### config.mk
export PLATFORM = sky130hd
export DESIGN_NAME = decode_stage
export DESIGN_NICKNAME = d
export VERILOG_FILES = /design/src/rtl/decode_stage_pkg.sv /design/src/rtl/decode_stage_logic.sv /design/src/rtl/decode_stage.sv
export SDC_FILE = /design/constraint.sdc
export NUM_CORES = 1
export LEC_CHECK = 0
export CAP_MARGIN = 20
export CORE_UTILIZATION = 49
export DETAILED_ROUTE_END_ITERATION = 10
export PLACE_DENSITY_LB_ADDON = 0.25
export SYNTH_ARGS = -nofsm -noshare
export SYNTH_HDL_FRONTEND = slang
export SYNTH_SLANG_ARGS = --single-unit
### constraint.sdc
create_clock -name clk -period 3.1 [get_ports clk]
set_input_delay 0.62 -clock clk [delete_from_list [all_inputs] [get_ports clk]]
set_output_delay 0.62 -clock clk [all_outputs]
set_load 0.01 [all_outputs]
### src/rtl/decode_stage_pkg.sv
// LC-3b shared types: opcodes, ALU operations and the packed decode control word.
package lc3b_types;

  localparam logic [3:0] OP_BR   = 4'b0000;
  localparam logic [3:0] OP_ADD  = 4'b0001;
  localparam logic [3:0] OP_LDB  = 4'b0010;
  localparam logic [3:0] OP_STB  = 4'b0011;
  localparam logic [3:0] OP_JSR  = 4'b0100;
  localparam logic [3:0] OP_AND  = 4'b0101;
  localparam logic [3:0] OP_LDR  = 4'b0110;
  localparam logic [3:0] OP_STR  = 4'b0111;
  localparam logic [3:0] OP_RTI  = 4'b1000;
  localparam logic [3:0] OP_XOR  = 4'b1001;
  localparam logic [3:0] OP_LDI  = 4'b1010;
  localparam logic [3:0] OP_STI  = 4'b1011;
  localparam logic [3:0] OP_JMP  = 4'b1100;
  localparam logic [3:0] OP_SHF  = 4'b1101;
  localparam logic [3:0] OP_LEA  = 4'b1110;
  localparam logic [3:0] OP_TRAP = 4'b1111;

  typedef enum logic [2:0] {
    alu_add  = 3'd0,
    alu_and  = 3'd1,
    alu_xor  = 3'd2,
    alu_pass = 3'd3,
    alu_sll  = 3'd4,
    alu_srl  = 3'd5,
    alu_sra  = 3'd6
  } lc3b_aluop;

  // alumux1_sel: 00 sr1, 01 pc+off9. alumux2_sel: 00 sr2, 01 off6, 10 imm4, 11 imm5.
  // regfile_mux_sel: 00 alu, 01 mem word, 10 mem byte, 11 pc. pcmux_sel: 00 off9, 01 off11, 10 sr1, 11 mem.
  typedef struct packed {
    logic       sr2_sel;
    logic       sh6_sel;
    logic       imm_sel;
    logic [1:0] alumux1_sel;
    logic [1:0] alumux2_sel;
    lc3b_aluop  alu_ctrl;
    logic       indirect;
    logic       read;
    logic       write;
    logic       mem_byte;
    logic       load_regfile;
    logic [1:0] regfile_mux_sel;
    logic       load_cc;
    logic       destmux_sel;
    logic [1:0] pcmux_sel;
  } lc3b_ctrl_word;

endpackage

### src/rtl/decode_stage_logic.sv
// Combinational LC-3b instruction decoder: control word, register fields, source usage.
module decode_logic
  import lc3b_types::*;
(
  input  logic          [15:0] instr,
  output lc3b_ctrl_word        ctrl,
  output logic          [2:0]  sr1,
  output logic          [2:0]  sr2,
  output logic          [2:0]  dest,
  output logic                 uses_sr1,
  output logic                 uses_sr2,
  output logic                 is_load,
  output logic                 illegal
);

  logic [3:0] op;
  assign op = instr[15:12];

  always_comb begin
    ctrl     = '0;
    sr1      = instr[8:6];
    sr2      = 3'd0;
    dest     = instr[11:9];
    uses_sr1 = 1'b0;
    uses_sr2 = 1'b0;
    is_load  = 1'b0;
    illegal  = 1'b0;
    case (op)
      OP_ADD, OP_AND, OP_XOR: begin
        uses_sr1          = 1'b1;
        ctrl.load_regfile = 1'b1;
        ctrl.load_cc      = 1'b1;
        ctrl.imm_sel      = instr[5];
        ctrl.alumux2_sel  = instr[5] ? 2'b11 : 2'b00;
        ctrl.alu_ctrl     = (op == OP_ADD) ? alu_add : (op == OP_AND) ? alu_and : alu_xor;
        if (!instr[5]) begin
          uses_sr2 = 1'b1;
          sr2      = instr[2:0];
        end
      end
      OP_SHF: begin
        uses_sr1          = 1'b1;
        ctrl.load_regfile = 1'b1;
        ctrl.load_cc      = 1'b1;
        ctrl.sh6_sel      = 1'b1;
        ctrl.alumux2_sel  = 2'b10;
        ctrl.alu_ctrl     = !instr[4] ? alu_sll : (instr[5] ? alu_sra : alu_srl);
      end
      OP_LDR, OP_LDB, OP_LDI: begin
        uses_sr1             = 1'b1;
        is_load              = 1'b1;
        ctrl.read            = 1'b1;
        ctrl.load_regfile    = 1'b1;
        ctrl.load_cc         = 1'b1;
        ctrl.alumux2_sel     = 2'b01;
        ctrl.mem_byte        = (op == OP_LDB);
        ctrl.indirect        = (op == OP_LDI);
        ctrl.regfile_mux_sel = (op == OP_LDB) ? 2'b10 : 2'b01;
      end
      OP_STR, OP_STB, OP_STI: begin
        // Store data travels on the sr2 port so both sources get hazard-checked.
        uses_sr1         = 1'b1;
        uses_sr2         = 1'b1;
        sr2              = instr[11:9];
        ctrl.sr2_sel     = 1'b1;
        ctrl.write       = 1'b1;
        ctrl.alumux2_sel = 2'b01;
        ctrl.mem_byte    = (op == OP_STB);
        ctrl.indirect    = (op == OP_STI);
        ctrl.read        = (op == OP_STI);
      end
      OP_LEA: begin
        ctrl.load_regfile = 1'b1;
        ctrl.load_cc      = 1'b1;
        ctrl.alumux1_sel  = 2'b01;
        ctrl.alu_ctrl     = alu_pass;
      end
      OP_BR: ;
      OP_JMP: begin
        uses_sr1       = 1'b1;
        ctrl.pcmux_sel = 2'b10;
      end
      OP_JSR: begin
        dest                 = 3'd7;
        ctrl.load_regfile    = 1'b1;
        ctrl.regfile_mux_sel = 2'b11;
        ctrl.destmux_sel     = 1'b1;
        uses_sr1             = !instr[11];
        ctrl.pcmux_sel       = instr[11] ? 2'b01 : 2'b10;
      end
      OP_TRAP: begin
        dest                 = 3'd7;
        ctrl.read            = 1'b1;
        ctrl.load_regfile    = 1'b1;
        ctrl.regfile_mux_sel = 2'b11;
        ctrl.destmux_sel     = 1'b1;
        ctrl.pcmux_sel       = 2'b11;
      end
      default: illegal = 1'b1;  // RTI
    endcase
  end

endmodule

### src/rtl/decode_stage.sv
// Registered decode stage with valid/ready handshake, load-use stall and stall counter.
module decode_stage
  import lc3b_types::*;
#(
  parameter int PC_W      = 16,
  parameter int NUM_REGS  = 8,
  parameter int HAZ_DEPTH = 1,
  parameter int CNT_W     = 32,
  localparam int REG_W    = $clog2(NUM_REGS),
  localparam int CTRL_W   = $bits(lc3b_ctrl_word)
) (
  input  logic              clk,
  input  logic              rst_n,
  input  logic              in_valid,
  output logic              in_ready,
  input  logic [15:0]       in_instr,
  input  logic [PC_W-1:0]   in_pc,
  input  logic              flush,
  output logic              out_valid,
  input  logic              out_ready,
  output logic [15:0]       out_instr,
  output logic [PC_W-1:0]   out_pc,
  output logic [CTRL_W-1:0] out_ctrl,
  output logic [REG_W-1:0]  out_sr1,
  output logic [REG_W-1:0]  out_sr2,
  output logic [REG_W-1:0]  out_dest,
  output logic              out_illegal,
  output logic [CNT_W-1:0]  stall_count
);

  lc3b_ctrl_word dl_ctrl;
  logic [2:0]    dl_sr1, dl_sr2, dl_dest;
  logic          dl_uses_sr1, dl_uses_sr2, dl_is_load, dl_illegal;

  decode_logic u_dec (
    .instr   (in_instr),
    .ctrl    (dl_ctrl),
    .sr1     (dl_sr1),
    .sr2     (dl_sr2),
    .dest    (dl_dest),
    .uses_sr1(dl_uses_sr1),
    .uses_sr2(dl_uses_sr2),
    .is_load (dl_is_load),
    .illegal (dl_illegal)
  );

  logic                  out_valid_q, out_valid_d;
  logic [15:0]           out_instr_q, out_instr_d;
  logic [PC_W-1:0]       out_pc_q, out_pc_d;
  logic [CTRL_W-1:0]     out_ctrl_q, out_ctrl_d;
  logic [REG_W-1:0]      out_sr1_q, out_sr1_d, out_sr2_q, out_sr2_d, out_dest_q, out_dest_d;
  logic                  out_illegal_q, out_illegal_d, is_load_q, is_load_d;
  logic [CNT_W-1:0]      stall_q, stall_d;
  logic [HAZ_DEPTH-1:0]             trk_vld_q, trk_vld_d;
  logic [HAZ_DEPTH-1:0][REG_W-1:0]  trk_dest_q, trk_dest_d;

  logic [REG_W-1:0] src1, src2;
  logic             match1, match2, hazard, fire_in, fire_out;

  assign src1 = REG_W'(dl_sr1);
  assign src2 = REG_W'(dl_sr2);

  always_comb begin
    match1 = out_valid_q & is_load_q & (out_dest_q == src1);
    match2 = out_valid_q & is_load_q & (out_dest_q == src2);
    for (int i = 0; i < HAZ_DEPTH; i++) begin
      match1 = match1 | (trk_vld_q[i] & (trk_dest_q[i] == src1));
      match2 = match2 | (trk_vld_q[i] & (trk_dest_q[i] == src2));
    end
    hazard = in_valid & ((dl_uses_sr1 & match1) | (dl_uses_sr2 & match2));
  end

  assign in_ready = (!out_valid_q | out_ready) & !hazard & !flush;
  assign fire_in  = in_valid & in_ready;
  assign fire_out = out_valid_q & out_ready;

  always_comb begin
    out_instr_d   = out_instr_q;
    out_pc_d      = out_pc_q;
    out_ctrl_d    = out_ctrl_q;
    out_sr1_d     = out_sr1_q;
    out_sr2_d     = out_sr2_q;
    out_dest_d    = out_dest_q;
    out_illegal_d = out_illegal_q;
    is_load_d     = is_load_q;
    out_valid_d   = out_valid_q;
    if (flush)         out_valid_d = 1'b0;
    else if (fire_in)  out_valid_d = 1'b1;
    else if (fire_out) out_valid_d = 1'b0;
    if (fire_in) begin
      out_instr_d   = in_instr;
      out_pc_d      = in_pc;
      out_ctrl_d    = dl_ctrl;
      out_sr1_d     = src1;
      out_sr2_d     = src2;
      out_dest_d    = REG_W'(dl_dest);
      out_illegal_d = dl_illegal;
      is_load_d     = dl_is_load;
    end
    stall_d = stall_q;
    if (hazard && stall_q != {CNT_W{1'b1}}) stall_d = stall_q + 1'b1;
  end

  // A flushed payload never reaches EX, so the tracker neither records it nor ages.
  always_comb begin
    trk_vld_d  = trk_vld_q;
    trk_dest_d = trk_dest_q;
    if (out_ready && !flush) begin
      trk_vld_d[0]  = fire_out & is_load_q;
      trk_dest_d[0] = out_dest_q;
      for (int i = 1; i < HAZ_DEPTH; i++) begin
        trk_vld_d[i]  = trk_vld_q[i-1];
        trk_dest_d[i] = trk_dest_q[i-1];
      end
    end
  end

  always_ff @(posedge clk or negedge rst_n) begin
    if (!rst_n) begin
      out_valid_q   <= 1'b0;
      out_instr_q   <= '0;
      out_pc_q      <= '0;
      out_ctrl_q    <= '0;
      out_sr1_q     <= '0;
      out_sr2_q     <= '0;
      out_dest_q    <= '0;
      out_illegal_q <= 1'b0;
      is_load_q     <= 1'b0;
      stall_q       <= '0;
      trk_vld_q     <= '0;
      trk_dest_q    <= '0;
    end else begin
      out_valid_q   <= out_valid_d;
      out_instr_q   <= out_instr_d;
      out_pc_q      <= out_pc_d;
      out_ctrl_q    <= out_ctrl_d;
      out_sr1_q     <= out_sr1_d;
      out_sr2_q     <= out_sr2_d;
      out_dest_q    <= out_dest_d;
      out_illegal_q <= out_illegal_d;
      is_load_q     <= is_load_d;
      stall_q       <= stall_d;
      trk_vld_q     <= trk_vld_d;
      trk_dest_q    <= trk_dest_d;
    end
  end

  assign out_valid   = out_valid_q;
  assign out_instr   = out_instr_q;
  assign out_pc      = out_pc_q;
  assign out_ctrl    = out_ctrl_q;
  assign out_sr1     = out_sr1_q;
  assign out_sr2     = out_sr2_q;
  assign out_dest    = out_dest_q;
  assign out_illegal = out_illegal_q;
  assign stall_count = stall_q;

endmodule

# After elaboration in Yosys (flattened, before gate mapping)
# Cells that the tools add are included.
# classes
add_sub_neg	1
eq_ne	19
muxes	32
bitwise	17
n_reduce_logical	18
# op_table
operator	count
$add 32x1->32 const B	1
$ne 32x32->1 const B	1
$eq 4x4->1 const B	7
$eq 4x3->1 const B	4
$reduce_or 15->1	1
$and 1x1->1	13
$mux 1	13
$eq 3x3->1	4
$mux 3	4
$pmux 2 s3	2
$reduce_or 11->1	1
$mux 2	5
$pmux 1 s2	5
$reduce_or 10->1	1
$pmux 3 s3	1
$reduce_or 3->1	3
$eq 4x2->1 const B	2
$reduce_or 8->1	1
$pmux 3 s2	1
$reduce_or 6->1	1
$eq 4x1->1 const B	1
$logic_not 1->1	4
$logic_not 4->1	1
$or 1x1->1	4
other kinds (5)	6
# totals
register_bits	101
input_bits	37

# Logic depth before layout (Yosys ltp)
# Gate-level depths: netlist of the first run.
# depth
word_depth	15
depth_mapped	9
mapped_depth_nobuf	6

# Modules after synthesis
# A second synthesis of the first run with hierarchy kept.
# hier_totals
cells_unflattened	407
hier_area_um2	5083.6
# by_module_without_submodules
mod	instances	cells_per_inst	area_per_inst_um2	seq_area_each_um2
decode_stage	1	331	4549.4	2527.4
decode_logic	1	76	534.3	0.0

# Worst setup path after synthesis of the first run
# Ideal clock, no wire load.
# synth_timing
path_type	input -> output
startpoint	in in_instr[5]
endpoint	out in_ready
t_arrival_ns	2.393
t_required_ns	2.480
setup_slack_ns	0.087
stages	8
path_buffers	3
cell_sequence	buf_2 or3b_1 a21oi_1 o21ai_0 a41oi_2 clkbuf_1 buf_2 and3_1
# synth_via
elab_chain_cells	11
# synth_rtl
element	line	rtl
from (decl)	decode_stage.sv:16	input logic [15:0] in_instr,
$mux 3	decode_stage_logic.sv:36	if (!instr[5]) begin
$pmux 3 s2	decode_stage_logic.sv:28	case (op)
$eq 3x3->1, on equally long branches	decode_stage.sv:65, decode_stage.sv:68	
$and 1x1->1, on equally long branches	decode_stage.sv:65, decode_stage.sv:68	
$or 1x1->1	decode_stage.sv:68	match2 = match2 | (trk_vld_q[i] & (trk_dest_q[i] == src2));
$and 1x1->1 (*)	decode_stage.sv:70	hazard = in_valid & ((dl_uses_sr1 & match1) | (dl_uses_sr2 & match2));
$or 1x1->1 (*)	decode_stage.sv:70	
$and 1x1->1 (*)	decode_stage.sv:70	
$logic_not 1->1 (*)	decode_stage.sv:73	assign in_ready = (!out_valid_q | out_ready) & !hazard & !flush;
$and 1x1->1 (*) (2 in a row)	decode_stage.sv:73	
to (decl)	decode_stage.sv:15	output logic in_ready,
# Mark *: on every way between the ends. The rest lies on a longest branch, timed or not.

# Worst setup path after layout of the first run
# Same ends and word-level chain as after synthesis.

==> results of run 1 <==
==> power breakdown <==
group | total, W | internal (W) | switching, W
Sequential | 0.00153 | 0.00141 | 0.000121
Combinational | 0.000872 | 0.000521 | 0.000351
Clock | 0.000857 | 0.000380 | 0.000476
==> kinds of logic (layout without fill, tap and decap cells) <==
family / Yosys count / count (layout) / synth area share
other: 1 / 1 / 0.000731
adders and majority gates: 1 / 1 / 0.00244
muxes: 66 / 66 / 0.144
buffers and inverters: 47 / 209 / 0.0451
DFF: 96 / 96 / 0.468
xor gates and xnor gates: 24 / 24 / 0.0410
AOI/OAI and AO/OA: 87 / 87 / 0.131
and+or+nand+nor: 154 / 154 / 0.167
==> metal layers <==
metal,share of wire,routed length [um],global-route usage,vias up
li1,-,-,-,2052
met1,0.43,5690,0.338,2159
met2,0.49,6510,0.406,194
met3,0.069,918,0.0451,16
met4,0.018,238,0.0939,0
met5,0,0,0,-
==> placed cells by master (no fill, tap or decap), types with 11 or more instances in the layout <==
| cell | instances |
|---|---|
| nand2_1 | 30 |
| nand2b_1 | 12 |
| inv_1 | 11 |
| buf_4 | 46 |
| mux2_2 | 57 |
| nand4_1 | 16 |
| a21oi_1 | 13 |
| o21ai_0 | 23 |
| xor2_1 | 19 |
| nor2_1 | 24 |
| clkdlybuf4s50_1 | 127 |
| nand3_1 | 20 |
| dfrtp_1 | 96 |
==> through the flow <==
stage / instances / util
3_3_place_gp: 752 / 0.687
6_report: 771 / 0.714
5_1_grt: 771 / 0.714
4_1_cts: 770 / 0.711
3_5_place_dp: 752 / 0.687
2_1_floorplan: 476 / -
==> worst reg2reg max path, stage by stage (launching register included) <==
cell and delay (ps):
dfrtp_1 420, xor2_1 160, or4_1 520, a221oi_2 350, a41oi_4 60, buf_6 230
nand4_4 180, buf_12 230, mux2_2 410
==> what timing repair did <==
item / 4_1_cts / 5_1_grt
resized for setup: 14 / 4
endpoints found under the setup margin: 3 / 42
hold endpoints to repair: 0 / 0
pin swaps: 3 / 3
buffers inserted: 2 / 1
==> registers in the layout (all words and copies together), names as in the netlist <==
| name | count |
|---|---|
| out_sr2 | 3 |
| stall_count | 32 |
| out_illegal | 1 |
| out_instr | 16 |
| trk_vld_q | 1 |
| out_ctrl | 19 |
| out_pc | 16 |
| out_dest | 3 |
| is_load_q | 1 |
| trk_dest_q | 3 |
| out_valid | 1 |
==> cell usage after synthesis (all sizes together), types with 4 or more instances <==
cell | number | area [um2]
mux2 | 61 | 687
nand2b | 12 | 75.1
a2111oi | 14 | 198
nand2 | 30 | 113
o21bai | 6 | 45.0
and3 | 8 | 50.1
o32ai | 4 | 35.0
clkbuf | 15 | 56.3
or3 | 5 | 31.3
o21ai | 24 | 124
nor3 | 4 | 20.0
a21oi | 15 | 75.1
xor2 | 19 | 166
inv | 11 | 41.3
nand4 | 17 | 113
nand3 | 20 | 100
xnor2 | 5 | 43.8
and2 | 7 | 43.8
nor2b | 6 | 37.5
mux2i | 5 | 50.1
buf | 21 | 134
dfrtp | 96 | 2400
a211oi | 7 | 52.6
nor2 | 24 | 90.1
and4 | 6 | 52.6
==> final cells by class <==
cell class / instances / area share
multi-input combinational: 333 / 0.360
sequential: 96 / 0.338
timing repair buffer: 182 / 0.244
tap: 133 / 0.0234
clock buffer: 9 / 0.0174
clock inverter: 7 / 0.0107
inverter: 11 / 0.00581
==> final timing paths <==
path / from / endpoint / slack, ps / cells after the start
worst max-delay path: in_instr[5] / in_ready / 60 / 8
worst min-delay path: rst_n / out_ctrl[1]$_DFFE_PN0P_ / 200 / 1
worst max register to register: out_dest[2]$_DFFE_PN0P_ / out_pc[3]$_DFFE_PN0P_ / 430 / 8
worst min register to register: out_ctrl[6]$_DFFE_PN0P_ / out_ctrl[6]$_DFFE_PN0P_ / 510 / 1
max in group asynchronous: rst_n / trk_dest_q[1]$_DFFE_PN0P_ / 2170 / 2
min in group clk: out_ctrl[6]$_DFFE_PN0P_ / out_ctrl[6]$_DFFE_PN0P_ / 510 / 1
==> impl_metrics.json, run 1 <==
{
  "clock_skew_ps": 17.1,
  "grt_remaining_overflow": 0,
  "fin_crit_ps": 3040,
  "cp_max_fo": 3,
  "hpwl_um": 9440,
  "worstPathCellList": "clkdlybuf4s50_1 -> buf_4 -> nor3b_4 -> nor2_1 -> or3_4 -> a41oi_4 -> and3_1 -> buf_2",
  "nets": 671,
  "seqCellArea_um2": 2400,
  "die_w_um": 104,
  "finalCritPeriodShare": 0.980,
  "drcViolationCount": 0,
  "cpLargestDelayFamily": "simple AND/OR/NAND/NOR gates",
  "synth-seq-cells": 96,
  "initialDrtViolationCount": 230,
  "pre_cts_slack_ps": -447,
  "arrival_ps": 2420,
  "cts_tree": "done",
  "synth-main-ff-cell": "dfrtp_1",
  "cts_root_buf": "clkbuf_8",
  "cap_viol_max_count": 0,
  "layout_setup_ws_ps": 61.8,
  "fin_area_um2": 7100,
  "synth_cell_types": 58,
  "floorplan.rows": 36,
  "via_count": 4421,
  "postRouteAntennaNets": 0,
  "max_stage_delay_ps": 450,
  "clockBufferDepth": 2,
  "clkTransAtPathRegs_ps": 110,
  "syn2layout_area_growth_pct": 38.5,
  "ys.warnings.count": 0,
  "routedWlPerCell_um": 17.3,
  "powerDensity_nw_per_um2": 459,
  "ys_seq_area_frac": 0.468,
  "dieArea_um2": 10900,
  "crit_required_ps": 2480,
  "endpoint_kind": "primary output",
  "drt_wl_total_um": 13400,
  "syn_area_um2": 5130,
  "viasPerCell": 5.73,
  "clk_latency_ps": 380,
  "numCtsBuffers": 9,
  "cp_num_buf_inv": 3,
  "dr.pass1.iters": 5,
  "start_util": 0.515,
  "hold_viol": 0,
  "io_pins": 134,
  "gp_congestion": 0.936,
  "synthArstFlopShare": 1.00,
  "dpl_cell_area_um2": 6830,
  "core_area_um2": 9950,
  "status": "finished clean",
  "avgSynthCellArea_um2": 10.8,
  "slew_violations": 0,
  "critical_path_class": "in2out",
  "fin_tns_setup_ps": 0,
  "diodes": 0,
  "clkSinkCount": 96,
  "finalSetupViolations": 0,
  "holdWs_ps": 196,
  "hp-class": "in2async",
  "multi_input_area_um2": 2560,
  "antenna_found_initial": 0,
  "worst_pin_slew_ps": 516,
  "htreeDepth": 3,
  "netlist_instances": 476,
  "die_h_um": 104,
  "ir_worst_vdd_v": 0.000272,
  "crit_path_start_kind": "primary input",
  "track_usage": 0.252,
  "grt_pass1_vias": 4287,
  "power_leakage_nw": 2.95,
  "max_freq_mhz": 329,
  "io_buffer_count": 132,
  "slew_headroom": 0.652,
  "total_power_w": 0.00326,
  "holdBufCountCts": 0,
  "grt_first_pass_wirelength_um": 21800,
  "syn-num-nets": 514,
  "fillers": 752,
  "drive_above_1_share": 0.232,
  "slowest_stage": "clkdlybuf4s50_1",
  "grt_max_degree": 62,
  "synth-edff-count": 0
}
Note: power is estimated with default switching activity, not from simulation.
==> run 2, diff against run 1 <==
- CORE_MARGIN: not set -> 10
- RECOVER_POWER: not set -> 100
==> run 2 against run 1 <==
Effect of this change:
- sequential power about the same
- non-clock buffer count up 1
- clock power up 1%
- cell area down 0.35%
- setup slack better by 12 ps
- total power down 1.9%
- critical path type unchanged
- largest power group unchanged
==> impl_metrics.json, run 2 (same netlist as run 1, synthesis figures left out) <==
{
  "final_cell_mix": "dlygate4sd3_1, dfrtp_1, mux2_2",
  "grt_first_pass_wirelength_um": 22500,
  "clk_latency_ps": 380,
  "hpwl_um": 10400,
  "dpl_cell_area_um2": 6840,
  "antenna_found_initial": 0,
  "io_buffer_count": 132,
  "track_usage": 0.186,
  "status": "finished clean",
  "gp_congestion": 0.892,
  "crit_required_ps": 2480,
  "routedWlPerCell_um": 18.4,
  "cts_root_buf": "clkbuf_8",
  "slowest_stage": "clkdlybuf4s50_1",
  "cp_max_fo": 3,
  "die_h_um": 122,
  "slew_headroom": 0.0794,
  "powerDensity_nw_per_um2": 452,
  "die_w_um": 122,
  "via_count": 4359,
  "slew_violations": 0,
  "multi_input_area_um2": 2550,
  "arrival_ps": 2410,
  "finalSetupViolations": 0,
  "clock_skew_ps": 14.3,
  "cts_tree": "done",
  "hold_viol": 0,
  "nets": 672,
  "max_freq_mhz": 330,
  "worst_pin_slew_ps": 1380,
  "drt_wl_total_um": 14300,
  "ir_worst_vdd_v": 0.000318,
  "io_pins": 134,
  "drive_above_1_share": 0.228,
  "hp-class": "reg2reg",
  "critical_path_class": "in2out",
  "cp_num_buf_inv": 2,
  "core_area_um2": 10300,
  "layout_setup_ws_ps": 73.7,
  "clockBufferDepth": 2,
  "htreeDepth": 3,
  "dieArea_um2": 15000,
  "cpLargestDelayFamily": "buffers and inverters",
  "grt_remaining_overflow": 0,
  "fin_crit_ps": 3030,
  "grt_max_degree": 55,
  "floorplan.rows": 37,
  "initialDrtViolationCount": 307,
  "max_stage_delay_ps": 480,
  "seqCellArea_um2": 2400,
  "drcViolationCount": 0,
  "clkSinkCount": 96,
  "largest_reg_flops": 32,
  "start_util": 0.499,
  "pre_cts_slack_ps": -436,
  "fin_area_um2": 7080,
  "syn2layout_area_growth_pct": 38.0,
  "postRouteAntennaNets": 0,
  "dr.pass1.iters": 5,
  "worstPathCellList": "clkdlybuf4s50_1 -> or3b_4 -> a21oi_2 -> mux2i_1 -> o21ai_2 -> and3_1 -> buf_2",
  "diodes": 0,
  "finalCritPeriodShare": 0.976,
  "fillers": 813,
  "power_leakage_nw": 3.14,
  "cap_viol_max_count": 0,
  "holdBufCountCts": 0,
  "clkTransAtPathRegs_ps": 110,
  "crit_path_start_kind": "primary input",
  "grt_pass1_vias": 4281,
  "rsz0062_at_grt": "no",
  "endpoint_kind": "primary output",
  "numCtsBuffers": 9,
  "viasPerCell": 5.62
}
[run 2: changes by cell type in the layout (fill, tap and decap cells not counted), moves of 2 or more]
cell	delta
nor3b_4	-2
dlygate4sd2_1	-2
buf_12	-2
inv_6	-2
dlygate4sd3_1	+96
nor3b_2	+2
dlymetal6s2s_1	+3
clkdlybuf4s50_1	-97
clkbuf_1	+2
[run 2: final timing paths]
check | start | to | slack (ps) | cells after the start
worst max register to register | out_dest[2]$_DFFE_PN0P_ | out_ctrl[10]$_DFFE_PN0P_ | 370 | 8
max in group asynchronous | rst_n | out_pc[3]$_DFFE_PN0P_ | 670 | 2
worst min-delay path | stall_count[29]$_DFFE_PN0P_ | stall_count[29]$_DFFE_PN0P_ | 490 | 1
worst min register to register | stall_count[29]$_DFFE_PN0P_ | stall_count[29]$_DFFE_PN0P_ | 490 | 1
min in group asynchronous | rst_n | out_instr[14]$_DFFE_PN0P_ | 520 | 1
worst max-delay path | in_instr[1] | in_ready | 70 | 7
[run 2: metal layers]
metal	track usage	vias to the layer above	routed length [um]
li1	-	2062	-
met4	0.0567	0	133
met1	0.247	2119	6350
met3	0.0546	11	1110
met5	0	-	0
met2	0.287	167	6660
[run 2: area by class of cell]
| type | count | share of cell area |
|---|---|---|
| Sequential cell | 96 | 0.339 |
| Timing Repair Buffer | 183 | 0.242 |
| Multi-Input combinational cell | 333 | 0.360 |
| Clock buffer | 9 | 0.0175 |
| Inverter | 11 | 0.00583 |
| Tap cell | 136 | 0.0240 |
| Clock inverter | 7 | 0.0111 |
[run 2: worst reg2reg max path: cells and delay by family, from the launching register on]
family	cells	cell delay (ps)
mux	1	430
buf+inv	2	500
flops	1	410
compound gates	2	410
xor+xnor	1	160
simple gates	2	710
[run 2: repair_timing]
action                                 4_1_cts  5_1_grt
setup endpoints to repair                   48       52
endpoints found under the hold margin        0        0
pin swaps                                    3        2
buffers inserted                             1        0
cloned                                       0        0
gates resized for setup                      7       10
[run 2: through the flow]
step                hold slack, ps  instances   util  total power [W]  TNS, ps
floorplan                      324        476      -          0.00190        0
global placement               473        758  0.665          0.00241   -23870
detailed placement             480        758  0.665          0.00243   -26620
CTS                            299        775  0.686          0.00329        0
global route                   517        775  0.689          0.00334        0
finish                         494        775  0.689          0.00320        0
[run 2: where the power goes]
part           switching, W  internal, W
clock              0.000486     0.000381
sequential         0.000112      0.00141
combinational      0.000356     0.000454
